===== config.mk =====
export PLATFORM = sky130hd
export DESIGN_NAME = decode_sequencer
export DESIGN_NICKNAME = d
export VERILOG_FILES = /design/src/rtl/decode_sequencer.sv
export SDC_FILE = /design/constraint.sdc
export NUM_CORES = 1
export LEC_CHECK = 0
export BUFFER_PORTS_ARGS = -buffer_cell sky130_fd_sc_hd__buf_2
export CORE_ASPECT_RATIO = 0.8
export CORE_MARGIN = 1.5
export CORE_UTILIZATION = 49
export CTS_BUF_LIST = sky130_fd_sc_hd__clkbuf_8
export CTS_CLUSTER_SIZE = 14
export DETAILED_ROUTE_END_ITERATION = 10
export PLACE_DENSITY = 0.72
export SYNTH_ARGS = -nofsm -noshare
export SYNTH_HDL_FRONTEND = slang
export SYNTH_SLANG_ARGS = --single-unit

===== constraint.sdc =====
create_clock -name i_clk -period 4.85 [get_ports i_clk]
set_input_delay 0.7275 -clock i_clk [delete_from_list [all_inputs] [get_ports i_clk]]
set_output_delay 0.7275 -clock i_clk [all_outputs]
set_load 0.01 [all_outputs]

===== src/rtl/decode_sequencer.sv =====
// Decode-stage sequencer: 2-entry skid queue, field/immediate decode,
// registered bundle to execute with a single load-use bubble.
package decode_sequencer_pkg;
  typedef enum logic [3:0] {
    LOADS, STORES, ALC_I, ALC_R, BRANCHES,
    LUI, AUIPC, JAL, JALR, ILLEGAL
  } t_opcode;
endpackage

module decode_sequencer
  import decode_sequencer_pkg::*;
#(
  parameter int INST_SIZE = 32,
  parameter int DATA_SIZE = 32
) (
  input  logic                 i_clk,
  input  logic                 i_rst_n,
  input  logic                 i_valid,
  output logic                 o_ready,
  input  logic [INST_SIZE-1:0] i_instr,
  input  logic [DATA_SIZE-1:0] i_pc,
  input  logic                 i_flush,
  output logic                 o_valid,
  input  logic                 i_ex_ready,
  output t_opcode              o_opcode,
  output logic [4:0]           o_rd,
  output logic [4:0]           o_rs1,
  output logic [4:0]           o_rs2,
  output logic [2:0]           o_funct3,
  output logic [6:0]           o_funct7,
  output logic [DATA_SIZE-1:0] o_immediate,
  output logic [DATA_SIZE-1:0] o_pc,
  output logic                 o_illegal,
  output logic [31:0]          o_bubble_cnt
);

  typedef enum logic {ISSUE, BUBBLE} t_state;

  t_state               state;
  logic [INST_SIZE-1:0] q_instr [2];
  logic [DATA_SIZE-1:0] q_pc [2];
  logic                 wr_ptr;
  logic                 rd_ptr;
  logic [1:0]           count;
  logic [1:0]           count_nxt;
  logic [INST_SIZE-1:0] h;
  t_opcode              dec_op;
  logic [DATA_SIZE-1:0] dec_imm;
  logic                 use1;
  logic                 use2;
  logic                 head_hit;
  logic                 hazard;
  logic                 load;
  logic                 push;

  assign h = q_instr[rd_ptr];

  always_comb begin
    dec_op  = ILLEGAL;
    dec_imm = '0;
    use1    = 1'b0;
    use2    = 1'b0;
    case (h[6:0])
      7'b0000011: begin
        dec_op  = LOADS;
        dec_imm = DATA_SIZE'($signed(h[31:20]));
        use1    = 1'b1;
      end
      7'b0100011: begin
        dec_op  = STORES;
        dec_imm = DATA_SIZE'($signed({h[31:25], h[11:7]}));
        use1    = 1'b1;
        use2    = 1'b1;
      end
      7'b0010011: begin
        dec_op  = ALC_I;
        dec_imm = DATA_SIZE'($signed(h[31:20]));
        use1    = 1'b1;
      end
      7'b0110011: begin
        dec_op = ALC_R;
        use1   = 1'b1;
        use2   = 1'b1;
      end
      7'b1100011: begin
        dec_op  = BRANCHES;
        dec_imm = DATA_SIZE'($signed({h[31], h[7],
                    h[30:25], h[11:8], 1'b0}));
        use1    = 1'b1;
        use2    = 1'b1;
      end
      7'b0110111: begin
        dec_op  = LUI;
        dec_imm = DATA_SIZE'($signed({h[31:12], 12'h0}));
      end
      7'b0010111: begin
        dec_op  = AUIPC;
        dec_imm = DATA_SIZE'($signed({h[31:12], 12'h0}));
      end
      7'b1101111: begin
        dec_op  = JAL;
        dec_imm = DATA_SIZE'($signed({h[31], h[19:12],
                    h[20], h[30:21], 1'b0}));
      end
      7'b1100111: begin
        dec_op  = JALR;
        dec_imm = DATA_SIZE'($signed(h[31:20]));
        use1    = 1'b1;
      end
      default: ;
    endcase
  end

  // Only a load being consumed right now can starve the queue head
  assign head_hit = (count != 2'd0) &&
    ((use1 && h[19:15] == o_rd) ||
     (use2 && h[24:20] == o_rd));
  assign hazard = (state == ISSUE) && o_valid &&
    (o_opcode == LOADS) && (o_rd != 5'd0) &&
    i_ex_ready && head_hit;
  assign load = (!o_valid || i_ex_ready) &&
    (count != 2'd0) && !hazard;
  assign push = i_valid && o_ready && !i_flush;
  assign count_nxt = count + 2'(push) - 2'(load);

  always_ff @(posedge i_clk) begin
    if (push) begin
      q_instr[wr_ptr] <= i_instr;
      q_pc[wr_ptr]    <= i_pc;
    end
  end

  always_ff @(posedge i_clk or negedge i_rst_n) begin
    if (!i_rst_n) begin
      count   <= 2'd0;
      wr_ptr  <= 1'b0;
      rd_ptr  <= 1'b0;
      o_ready <= 1'b1;
    end else if (i_flush) begin
      count   <= 2'd0;
      wr_ptr  <= 1'b0;
      rd_ptr  <= 1'b0;
      o_ready <= 1'b1;
    end else begin
      if (push) wr_ptr <= ~wr_ptr;
      if (load) rd_ptr <= ~rd_ptr;
      count   <= count_nxt;
      o_ready <= (count_nxt < 2'd2);
    end
  end

  always_ff @(posedge i_clk or negedge i_rst_n) begin
    if (!i_rst_n) begin
      state        <= ISSUE;
      o_valid      <= 1'b0;
      o_opcode     <= LOADS;
      o_rd         <= '0;
      o_rs1        <= '0;
      o_rs2        <= '0;
      o_funct3     <= '0;
      o_funct7     <= '0;
      o_immediate  <= '0;
      o_pc         <= '0;
      o_illegal    <= 1'b0;
      o_bubble_cnt <= '0;
    end else if (i_flush) begin
      state   <= ISSUE;
      o_valid <= 1'b0;
    end else begin
      case (state)
        ISSUE:   state <= hazard ? BUBBLE : ISSUE;
        BUBBLE:  state <= ISSUE;
        default: state <= ISSUE;
      endcase
      if (hazard && o_bubble_cnt != '1)
        o_bubble_cnt <= o_bubble_cnt + 32'd1;
      if (load) begin
        o_valid     <= 1'b1;
        o_opcode    <= dec_op;
        o_rd        <= h[11:7];
        o_rs1       <= h[19:15];
        o_rs2       <= h[24:20];
        o_funct3    <= h[14:12];
        o_funct7    <= h[31:25];
        o_immediate <= dec_imm;
        o_pc        <= q_pc[rd_ptr];
        o_illegal   <= (dec_op == ILLEGAL);
      end else if (i_ex_ready) begin
        o_valid <= 1'b0;
      end
    end
  end

endmodule


# Word level (Yosys, flattened, before mapping)
# Memories as Yosys holds them, arrays and structs flattened. A register that Yosys moved wholly into a read port is not among the register bits.
# Index checks and enable logic that the tools add are counted.
dict set report word_totals {
  register_bits 101
  ram_bits 128
  in_bits 69
  out_inout_bits 128
  wordCells 87
  memories 2
}
# memory words word_bits read_ports rd_clocked_by_memory_dff write_ports line
set memory_table {}
lappend memory_table {q_instr 2 32 1 0 1 40} ;# logic [INST_SIZE-1:0] q_instr [2];
lappend memory_table {q_pc 2 32 1 1 1 41} ;# logic [DATA_SIZE-1:0] q_pc [2];
dict set report op_classes {
  add_sub_neg 3
  magnitude_cmp 1
  eq_ne 13
  muxes 18
  bitwise 4
  n_reduce_logical 31
}
# op n
set op_table {}
lappend op_table {{$pmux 32 s5} 1}
lappend op_table {{$pmux 4 s9} 1}
lappend op_table {{$add 32x1->32 const B} 1}
lappend op_table {{$ne 32x32->1 const B} 1}
lappend op_table {{$eq 7x6->1 const B} 3}
lappend op_table {{$eq 7x7->1 const B} 3}
lappend op_table {{$eq 7x5->1 const B} 2}
lappend op_table {{$mux 1} 14}
lappend op_table {{$logic_and 1x1->1} 13}
lappend op_table {{$eq 5x5->1} 2}
lappend op_table {{$eq 7x2->1 const B} 1}
lappend op_table {{$reduce_bool 2->1} 3}
lappend op_table {{$reduce_or 3->1} 2}
lappend op_table {{$reduce_or 6->1} 1}
lappend op_table {{$reduce_bool 5->1} 1}
lappend op_table {{$eq 4x4->1 const B} 1}
lappend op_table {{$logic_not 1->1} 4}
lappend op_table {{$logic_not 4->1} 1}
lappend op_table {{$not 1->1} 4}
lappend op_table {{$reduce_and 2->1} 2}
lappend op_table {{$reduce_bool 3->1} 1}
lappend op_table {{$add 2x1->2} 1}
lappend op_table {{$logic_or 1x1->1} 2}
lappend op_table {{$lt 2x2->1 const B} 1}
lappend op_table {{4 further kinds} 4}

# Depth between registers and ports, before layout
# Gate-level depths: netlist (run 1).
# An unclocked memory read counts as a cell.
dict set report depth {
  word_depth 13
  ltp_mapped 14
  ltp_nobuf 12
}

# Least setup slack after synthesis (run 1)
# No wires, ideal clock.
dict set report synth_path {
  path_type {input -> register}
  from {input i_flush}
  to {memory q_instr[0][0], enable pin}
  setup_ps 486
  arrival_time_ps 3916
  required_ps 4364
  slack_ps 448
  stages 3
  path_buffers 1
  cell_sequence {clkbuf_1 > or2_2 > nor2_1}
}
dict set report synth_between {
  elab_chain_cells 4
}
# item line
set synth_lines {}
lappend synth_lines {{start, declared} 22} ;# input logic i_flush,
lappend synth_lines {{$logic_not 1->1} 123} ;# assign push = i_valid && o_ready && !i_flush;
lappend synth_lines {{$logic_and 1x1->1} 123}
lappend synth_lines {{$mux 1} 127} ;# if (push) begin
lappend synth_lines {{$mux 1 (implied by the code)} 128} ;# q_instr[wr_ptr] <= i_instr;
lappend synth_lines {{end, declared} 40}
# No other way between the ends.

# Final worst setup path (run 1)
dict set report layout_path {
  from {register rd_ptr}
  to {register count[1]}
}
dict set report layout_between {
  elab_chain_cells 12
  elab_cells_between_ends 22
  classes_between {1 x add/sub; 8 x eq/ne; 3 x mux; 9 x reduce/logical; 1 x memory}
}
# item line
set layout_lines {}
lappend layout_lines {{start, declared} 43} ;# logic rd_ptr;
lappend layout_lines {{start signal, assigned} 146} ;# if (load) rd_ptr <= ~rd_ptr;
lappend layout_lines {{$mem_v2 2x32 *} -}
lappend layout_lines {{$eq 7x7->1, or another cell as far along} 63} ;# case (h[6:0])
lappend layout_lines {{$reduce_or 6->1 (no line) / $reduce_or 3->1 (equally long branches)} -}
lappend layout_lines {{$mux 1} 63}
lappend layout_lines {{$logic_and 1x1->1, on equally long branches} {116, 117}}
lappend layout_lines {{$logic_or 1x1->1 *} 116} ;# ((use1 && h[19:15] == o_rd) ||
lappend layout_lines {{$logic_and 1x1->1 *} 115} ;# assign head_hit = (count != 2'd0) &&
lappend layout_lines {{$logic_and 1x1->1 *} 120} ;# i_ex_ready && head_hit;
lappend layout_lines {{$logic_not 1->1 *} 122} ;# (count != 2'd0) && !hazard;
lappend layout_lines {{$logic_and 1x1->1 *} 122}
lappend layout_lines {{$sub 2x1->2 *} 124} ;# assign count_nxt = count + 2'(push) - 2'(load);
lappend layout_lines {{$mux 2 *} 139} ;# end else if (i_flush) begin
lappend layout_lines {{end signal, assigned} 147} ;# count <= count_nxt;
lappend layout_lines {{end, declared} 44} ;# logic [1:0] count;
# Mark *: on every way between the ends. The rest lies on a longest branch, timed or not.
# A chain may end at the register's enable or synchronous reset.

==> results_dict.tcl, run 1 <==
set metrics [dict create \
    cts_root_buf "clkbuf_8" \
    cts_sinks 261 \
    cts_tree "yes" \
    start_util_pct 49.9 \
    syn_area_um2 10800 \
    min_period_over_period_pct 77.9 \
    detail-route-antenna-nets 0 \
    post_cts_buffers 0 \
    setup_tns_ns 0 \
    clk_latency_ns 0.55 \
    drc 0 \
    dr.pass1.iters 5 \
    gp_congestion 0.876 \
    vias_per_cell 5.21 \
    maxCapViolations 0 \
    synthDistinctLibCells 42 \
    clkTransAtPathRegs_ns 0.06 \
    syn-num-nets 779 \
    p_leak_nw 5.89 \
    worst_pin_slew_ns 1.10 \
    rows 48 \
    grt.total_usage_pct 19.3 \
    syn_area_per_cell_um2 15.2 \
    dpl_worst_slack_ns 1.09 \
    finalSetupViolCount 0 \
    critical_path_class "flip-flop to flip-flop" \
    fmax_mhz 265 \
    netlist.area_leader.share_pct 35.7 \
    synth_seq_cells 261 \
    cp_max_fo 42 \
    skew_ns 0.0296 \
    port_buffers 196 \
    end_kind "flip-flop" \
    hold_viol 0 \
    post-route-util_pct 59.8 \
    cts.path.max_buffers 3 \
    nNetsFinal 1002 \
    die-area_um2 22900 \
    final_cell_mix "buf_2 (195), dfrtp_1 (131), edfxtp_1 (128)" \
    irDropWorstVdd_mv 0.315 \
    synth_ff_type "dfrtp_1" \
    hold_buffers 0 \
    grt_max_degree 103 \
    slew_headroom_pct 26.0 \
    fillers 1707 \
    coreArea_um2 21600 \
    grt_pass1_wl_mm 34.1 \
    pwr_density_cell_nw_per_um2 524 \
    crit_required_ns 5.31 \
    antenna_found_initial 6 \
    fin_crit_ns 3.78 \
    setup_slack_ns 1.07 \
    drtIter0Drc 326 \
    grt_pass1_vias 6364 \
    grt.overflow.total 0 \
    yosys.area.top_type "edfxtp_1" \
    maxSlewViolCount 0 \
    wirelength_mm 22.2 \
    design.portCount 197 \
    synth_edf_count 128 \
    worstHoldPathType "input pin to asynchronous set/reset pin" \
    netlist_top_cells_area "edfxtp_1 (36%), dfrtp_1 (31%), mux2_2 (8.1%)" \
    detail_route.wl_per_cell_um 17.9 \
    r2r_cells 13 \
    vias 6471 \
    fp.dieH_um 136 \
    grt_setup_unrepaired "false" \
    ys.warnings.count 0 \
    seq_area_frac_synth_pct 66.6 \
    cts.repair.resized 0 \
    die_w_um 169 \
    crit_arrival_ns 4.24 \
    drive_above_1_share_pct 40.5 \
    synth_cells 707 \
    async_flop_share_pct 51.0 \
    final_common_cell "buf_2" \
    dp_hpwl_mm 14.7 \
    startpoint_type "flip-flop" \
    areaGrowthSynthToFinish_pct 19.8 \
    h-tree-depth 2 \
    cts_buffers 42 \
    status "completed" \
]
## area by class of cell
class / instances / area [µm²] / share of cell area [%]
sequential: 261 / 7180 / 55.6
clock buffer: 50 / 688 / 5.34
inverter: 27 / 101 / 0.786
timing repair buffer: 207 / 1090 / 8.49
tap: 275 / 344 / 2.67
clock inverter: 28 / 150 / 1.16
multi-input combinational: 391 / 3330 / 25.8
antenna: 4 / 10.0 / 0.0776
## cell usage after synthesis (all sizes together) (6+ instances only)
master  number
a21oi        7
and3        22
buf         19
clkbuf       9
dfrtp      132
edfxtp     128
inv         27
mux2       114
mux2i       50
nand2       16
nand3       32
nand4       12
nor2        22
nor3        12
o21ai       26
o22ai        6
xnor2       40
## per-stage QoR
step                instance area [µm²]  total power, mW  hold slack (ns)  instances
finish                            12900             6.76            0.331       1243
CTS                               12900             6.85            0.326       1239
global route                      12900             7.13            0.334       1241
global placement                  12100             4.95            0.427       1161
floorplan                         10800             4.34            0.408        707
detailed placement                12100             4.98            0.426       1161
## sequential cells by signal (all words and copies together) (netlist names)
register / flops
q_instr: 64
q_pc: 64
o_bubble_cnt: 32
o_immediate: 32
o_pc: 32
o_funct7: 7
o_rd: 5
o_rs1: 5
o_rs2: 5
o_opcode: 4
o_funct3: 3
count: 2
o_illegal: 1
o_ready: 1
o_valid: 1
rd_ptr: 1
state: 1
wr_ptr: 1
## path summary, 6_finish.rpt
| path | endpoint | start | slack [ns] |
|---|---|---|---|
| hold / removal | o_funct3[0] | i_rst_n | 0.33 |
| min in group i_clk | q_pc[0][29] | i_pc[29] | 0.37 |
| hold reg to reg | state | state | 0.44 |
| max in group asynchronous | rd_ptr | i_rst_n | 3.45 |
| setup / recovery | count[1] | rd_ptr | 1.07 |
| setup reg to reg | count[1] | rd_ptr | 1.07 |
## cells by family after synthesis
kind of cell,share of synthesized area [%]
flip-flops,66.6
multiplexers,17.9
AND/OR/NAND/NOR,6.51
buffers and inverters,2.61
AO/OA/AOI/OAI,2.52
XOR/XNOR,3.50
adder cells (fa/ha/maj),0.349
## worst max-delay path, cell delays in order (launching register included)
cell and delay, ns:
dfrtp_4 0.86, mux2i_1 0.46, nand2_1 0.24, nor3_1 0.33, o2111ai_2 0.17, a21oi_2 0.20
buf_4 0.35, nor2_1 0.13, ha_1 0.30, inv_1 0.04, ha_1 0.17, xnor2_1 0.12
or2_2 0.28, inv_1 0.05
## routing by layer
layer	global-route usage, %	wire length [µm]	up-vias
met3	5.58	1730	42
met1	27.1	10000	3171
met5	0	21	-
li1	-	-	3047
met4	5.36	310	4
met2	29.6	10100	207
## where the power goes
part,switching (mW),internal (mW)
registers,0.312,2.75
clock network,0.835,0.996
logic,0.914,0.954
total,2.06,4.70
Note: power is estimated with default switching activity, not from simulation.
==> run 2: changes to the inputs <==
--- a/config.mk
+++ b/config.mk
@@ -5,6 +5,7 @@
 export SDC_FILE = /design/constraint.sdc
 export NUM_CORES = 1
 export LEC_CHECK = 0
+export ABC_AREA = 1
 export BUFFER_PORTS_ARGS = -buffer_cell sky130_fd_sc_hd__buf_2
 export CORE_ASPECT_RATIO = 0.8
 export CORE_MARGIN = 1.5
@@ -12,7 +13,7 @@
 export CTS_BUF_LIST = sky130_fd_sc_hd__clkbuf_8
 export CTS_CLUSTER_SIZE = 14
 export DETAILED_ROUTE_END_ITERATION = 10
-export PLACE_DENSITY = 0.72
+export PLACE_DENSITY = 0.74
 export SYNTH_ARGS = -nofsm -noshare
 export SYNTH_HDL_FRONTEND = slang
 export SYNTH_SLANG_ARGS = --single-unit
==> constraint.sdc (replaced) <==
create_clock -name i_clk -period 3.1 [get_ports i_clk]
set_input_delay 0.465 -clock i_clk [delete_from_list [all_inputs] [get_ports i_clk]]
set_output_delay 0.465 -clock i_clk [all_outputs]
set_load 0.01 [all_outputs]
==> results_dict.tcl, run 2 <==
set metrics [dict create \
    status "finished, violations left" \
    violations "negative hold slack" \
    hold_viol 15 \
    power.switching_mw 3.92 \
    finalSetupViolCount 0 \
    crit_required_ns 3.57 \
    maxCapViolations 0 \
    dp_hpwl_mm 20.2 \
    dr.pass1.iters 5 \
    grt_setup_unrepaired "false" \
    p_seq_share_pct 42.3 \
    cp_slowest_cell "dfrtp_2" \
    vias_per_cell 5.15 \
    crit_top_cell "nand2_1" \
    p_int_mw 7.03 \
    multi_input_area_um2 3920 \
    die_w_um 176 \
    cts_sinks 261 \
    syn_area_um2 11700 \
    yosys.area.top_type "edfxtp_1" \
    min_period_over_period_pct 88.1 \
    fp.dieH_um 141 \
    antenna_found_initial 5 \
    worstPathCellList "inv_2, nand2_1, nand2_1, nand3_1, nor2_2, nor2_2, nand2_1, nand2_1, nand2_2, nand3_4, nand2_1, inv_1, ha_1, inv_1, ha_1, nand2_1, nand2_1, nor2_1, inv_1" \
    cts_tree "yes" \
    design.portCount 197 \
    postPlaceCellArea_um2 13000 \
    worst_pin_slew_ns 0.796 \
    netlist.area_leader.share_pct 32.9 \
    vias 9309 \
    wirelength_mm 29.5 \
    worstHoldPathType "input pin to asynchronous set/reset pin" \
    final_cell_mix "nand2_1 (544), buf_2 (195), dfrtp_1 (131)" \
    path_buf_inv 4 \
    areaGrowthSynthToFinish_pct 18.8 \
    cts.path.max_buffers 3 \
    pwr_density_cell_nw_per_um2 789 \
    clkTransAtPathRegs_ns 0.07 \
    drc 0 \
    fillers 2069 \
    synth_seq_cells 261 \
    power.total_mw 11.0 \
    cts.repair.resized 0 \
    detail-route-antenna-nets 0 \
    die-area_um2 24800 \
    skew_ns 0.0290 \
    synth_edf_count 128 \
    grt.total_usage_pct 24.2 \
    crit_family "simple AND/OR/NAND/NOR gates" \
    start_util_pct 50.0 \
    final_common_cell "nand2_1" \
    grt.overflow.total 0 \
    cts_root_buf "clkbuf_8" \
    fin_crit_ns 2.73 \
    grt_pass1_vias 8580 \
    detail_route.wl_per_cell_um 16.3 \
    drtIter0Drc 665 \
    ys.warnings.count 0 \
    synth_ff_type "dfrtp_1" \
    synthTopCellsByCount "nand2_1 (544), dfrtp_1 (132), edfxtp_1 (128), nand4_1 (109), inv_1 (80)" \
    crit_arrival_ns 3.20 \
    netSwitchingFraction_pct 35.8 \
    slowest_delay_ns 0.42 \
    drive_above_1_share_pct 20.1 \
    p_leak_nw 6.83 \
    holdWs_ns -0.0213 \
    irDropWorstVdd_mv 0.463 \
    synth_cells 1266 \
    coreArea_um2 23400 \
    clockPowerShare_pct 28.3 \
    nNetsFinal 1534 \
    power_frac_comb_pct 29.4 \
    post_cts_buffers 0 \
    syn-num-nets 1338 \
    top_regs "q_instr: 64 flops, q_pc: 64 flops" \
    end_kind "flip-flop" \
    synthDistinctLibCells 36 \
    critical_path_class "flip-flop to flip-flop" \
    cts_buffers 42 \
    gp_congestion 0.961 \
    setup_tns_ns 0 \
    design_area_um2 13900 \
    slew_headroom_pct 46.9 \
    rows 50 \
    fmax_mhz 366 \
    port_buffers 196 \
    seq_area_frac_synth_pct 61.3 \
    synth_most_common_cell "nand2_1" \
    syn_area_per_cell_um2 9.24 \
    maxSlewViolCount 0 \
    clk_latency_ns 0.55 \
    async_flop_share_pct 51.0 \
    grt_max_degree 82 \
    netlist_top_cells_area "edfxtp_1 (33%), dfrtp_1 (28%), nand2_1 (17%)" \
    cp_max_fo 20 \
    seqCellArea_um2 7170 \
    hold_buffers 0 \
    startpoint_type "flip-flop" \
    grt_pass1_wl_mm 46.8 \
    h-tree-depth 2 \
]
[run 2: cell count changes in the layout (fill, tap and decap cells not counted), moves of 7 or more]
cell	previous run	this run
nand4_1	12	109
mux2i_1	49	0
mux2_2	77	0
nor2_1	20	50
buf_4	9	17
mux2_4	37	0
nand3_1	32	39
o21ai_0	25	34
xor2_1	3	17
nand2_1	16	544
and3_1	22	1
inv_1	44	93
xnor2_1	40	14
[run 2: final cells by class]
class	instances	share of cell area, %
Antenna cell	1	0.0180
Multi-Input combinational cell	856	28.2
Sequential cell	261	51.7
Clock inverter	25	1.39
Tap cell	312	2.81
Clock buffer	51	5.05
Inverter	84	2.27
Timing Repair Buffer	217	8.60
[run 2: power by group through the flow]
stage	Combinational (mW)	Sequential [mW]	Clock (mW)
CTS	3.22	4.64	3.18
detailed placement	3.22	4.69	0
floorplan	1.83	4.82	0
global placement	3.14	4.70	0
global route	3.60	4.70	3.34
finish	3.21	4.64	3.10
[run 2: metrics by stage]
step | setup slack, ns | utilization [%] | std cells
floorplan | 0.00155 | - | 1266
global placement | 0.532 | 55.5 | 1730
CTS | 0.375 | 59.3 | 1806
global route | 0.0859 | 59.3 | 1806
detailed placement | 0.412 | 55.5 | 1730
finish | 0.370 | 59.4 | 1807
[run 2: per-layer routing]
layer | vias to the layer above | global-route usage (%) | part of all wire, %
met4 | 6 | 6.97 | 1.9
met3 | 51 | 6.61 | 8.7
met2 | 364 | 34.0 | 42
met1 | 4304 | 36.6 | 48
li1 | 4584 | - | -
met5 | - | 0 | 0.14
[run 2: path summary, 6_finish.rpt]
kind | to | cells past startpoint | slack (ns) | startpoint
max | o_ready | 19 | 0.37 | rd_ptr
min | o_immediate[20] | 1 | -0.02 | i_rst_n
max reg2reg | o_ready | 19 | 0.37 | rd_ptr
min reg2reg | o_immediate[16] | 2 | 0.46 | o_immediate[16]
max in group asynchronous | o_bubble_cnt[22] | 2 | 2.39 | i_rst_n
min in group i_clk | q_pc[1][30] | 1 | 0.10 | i_pc[30]
[run 2: worst reg2reg max path: stages (launching register included)]
cell     delay, ns
dfrtp_2       0.42
inv_2         0.29
nand2_1       0.09
nand2_1       0.14
nand3_1       0.15
nor2_2        0.17
nor2_2        0.08
nand2_1       0.06
nand2_1       0.07
nand2_2       0.11
nand3_4       0.10
nand2_1       0.12
inv_1         0.05
ha_1          0.27
inv_1         0.04
ha_1          0.18
nand2_1       0.07
nand2_1       0.05
nor2_1        0.14
inv_1         0.05
[run 2: logic make-up (layout without fill, tap and decap cells)]
family / count (synthesis) / count (layout) / synth area share [%]
fa+ha+maj: 3 / 3 / 0.321
xor+xnor: 31 / 31 / 2.32
flops: 261 / 261 / 61.3
simple gates: 782 / 782 / 28.8
buf+inv: 149 / 377 / 5.46
other cells: 0 / 1 / 0
compound gates: 40 / 40 / 1.80
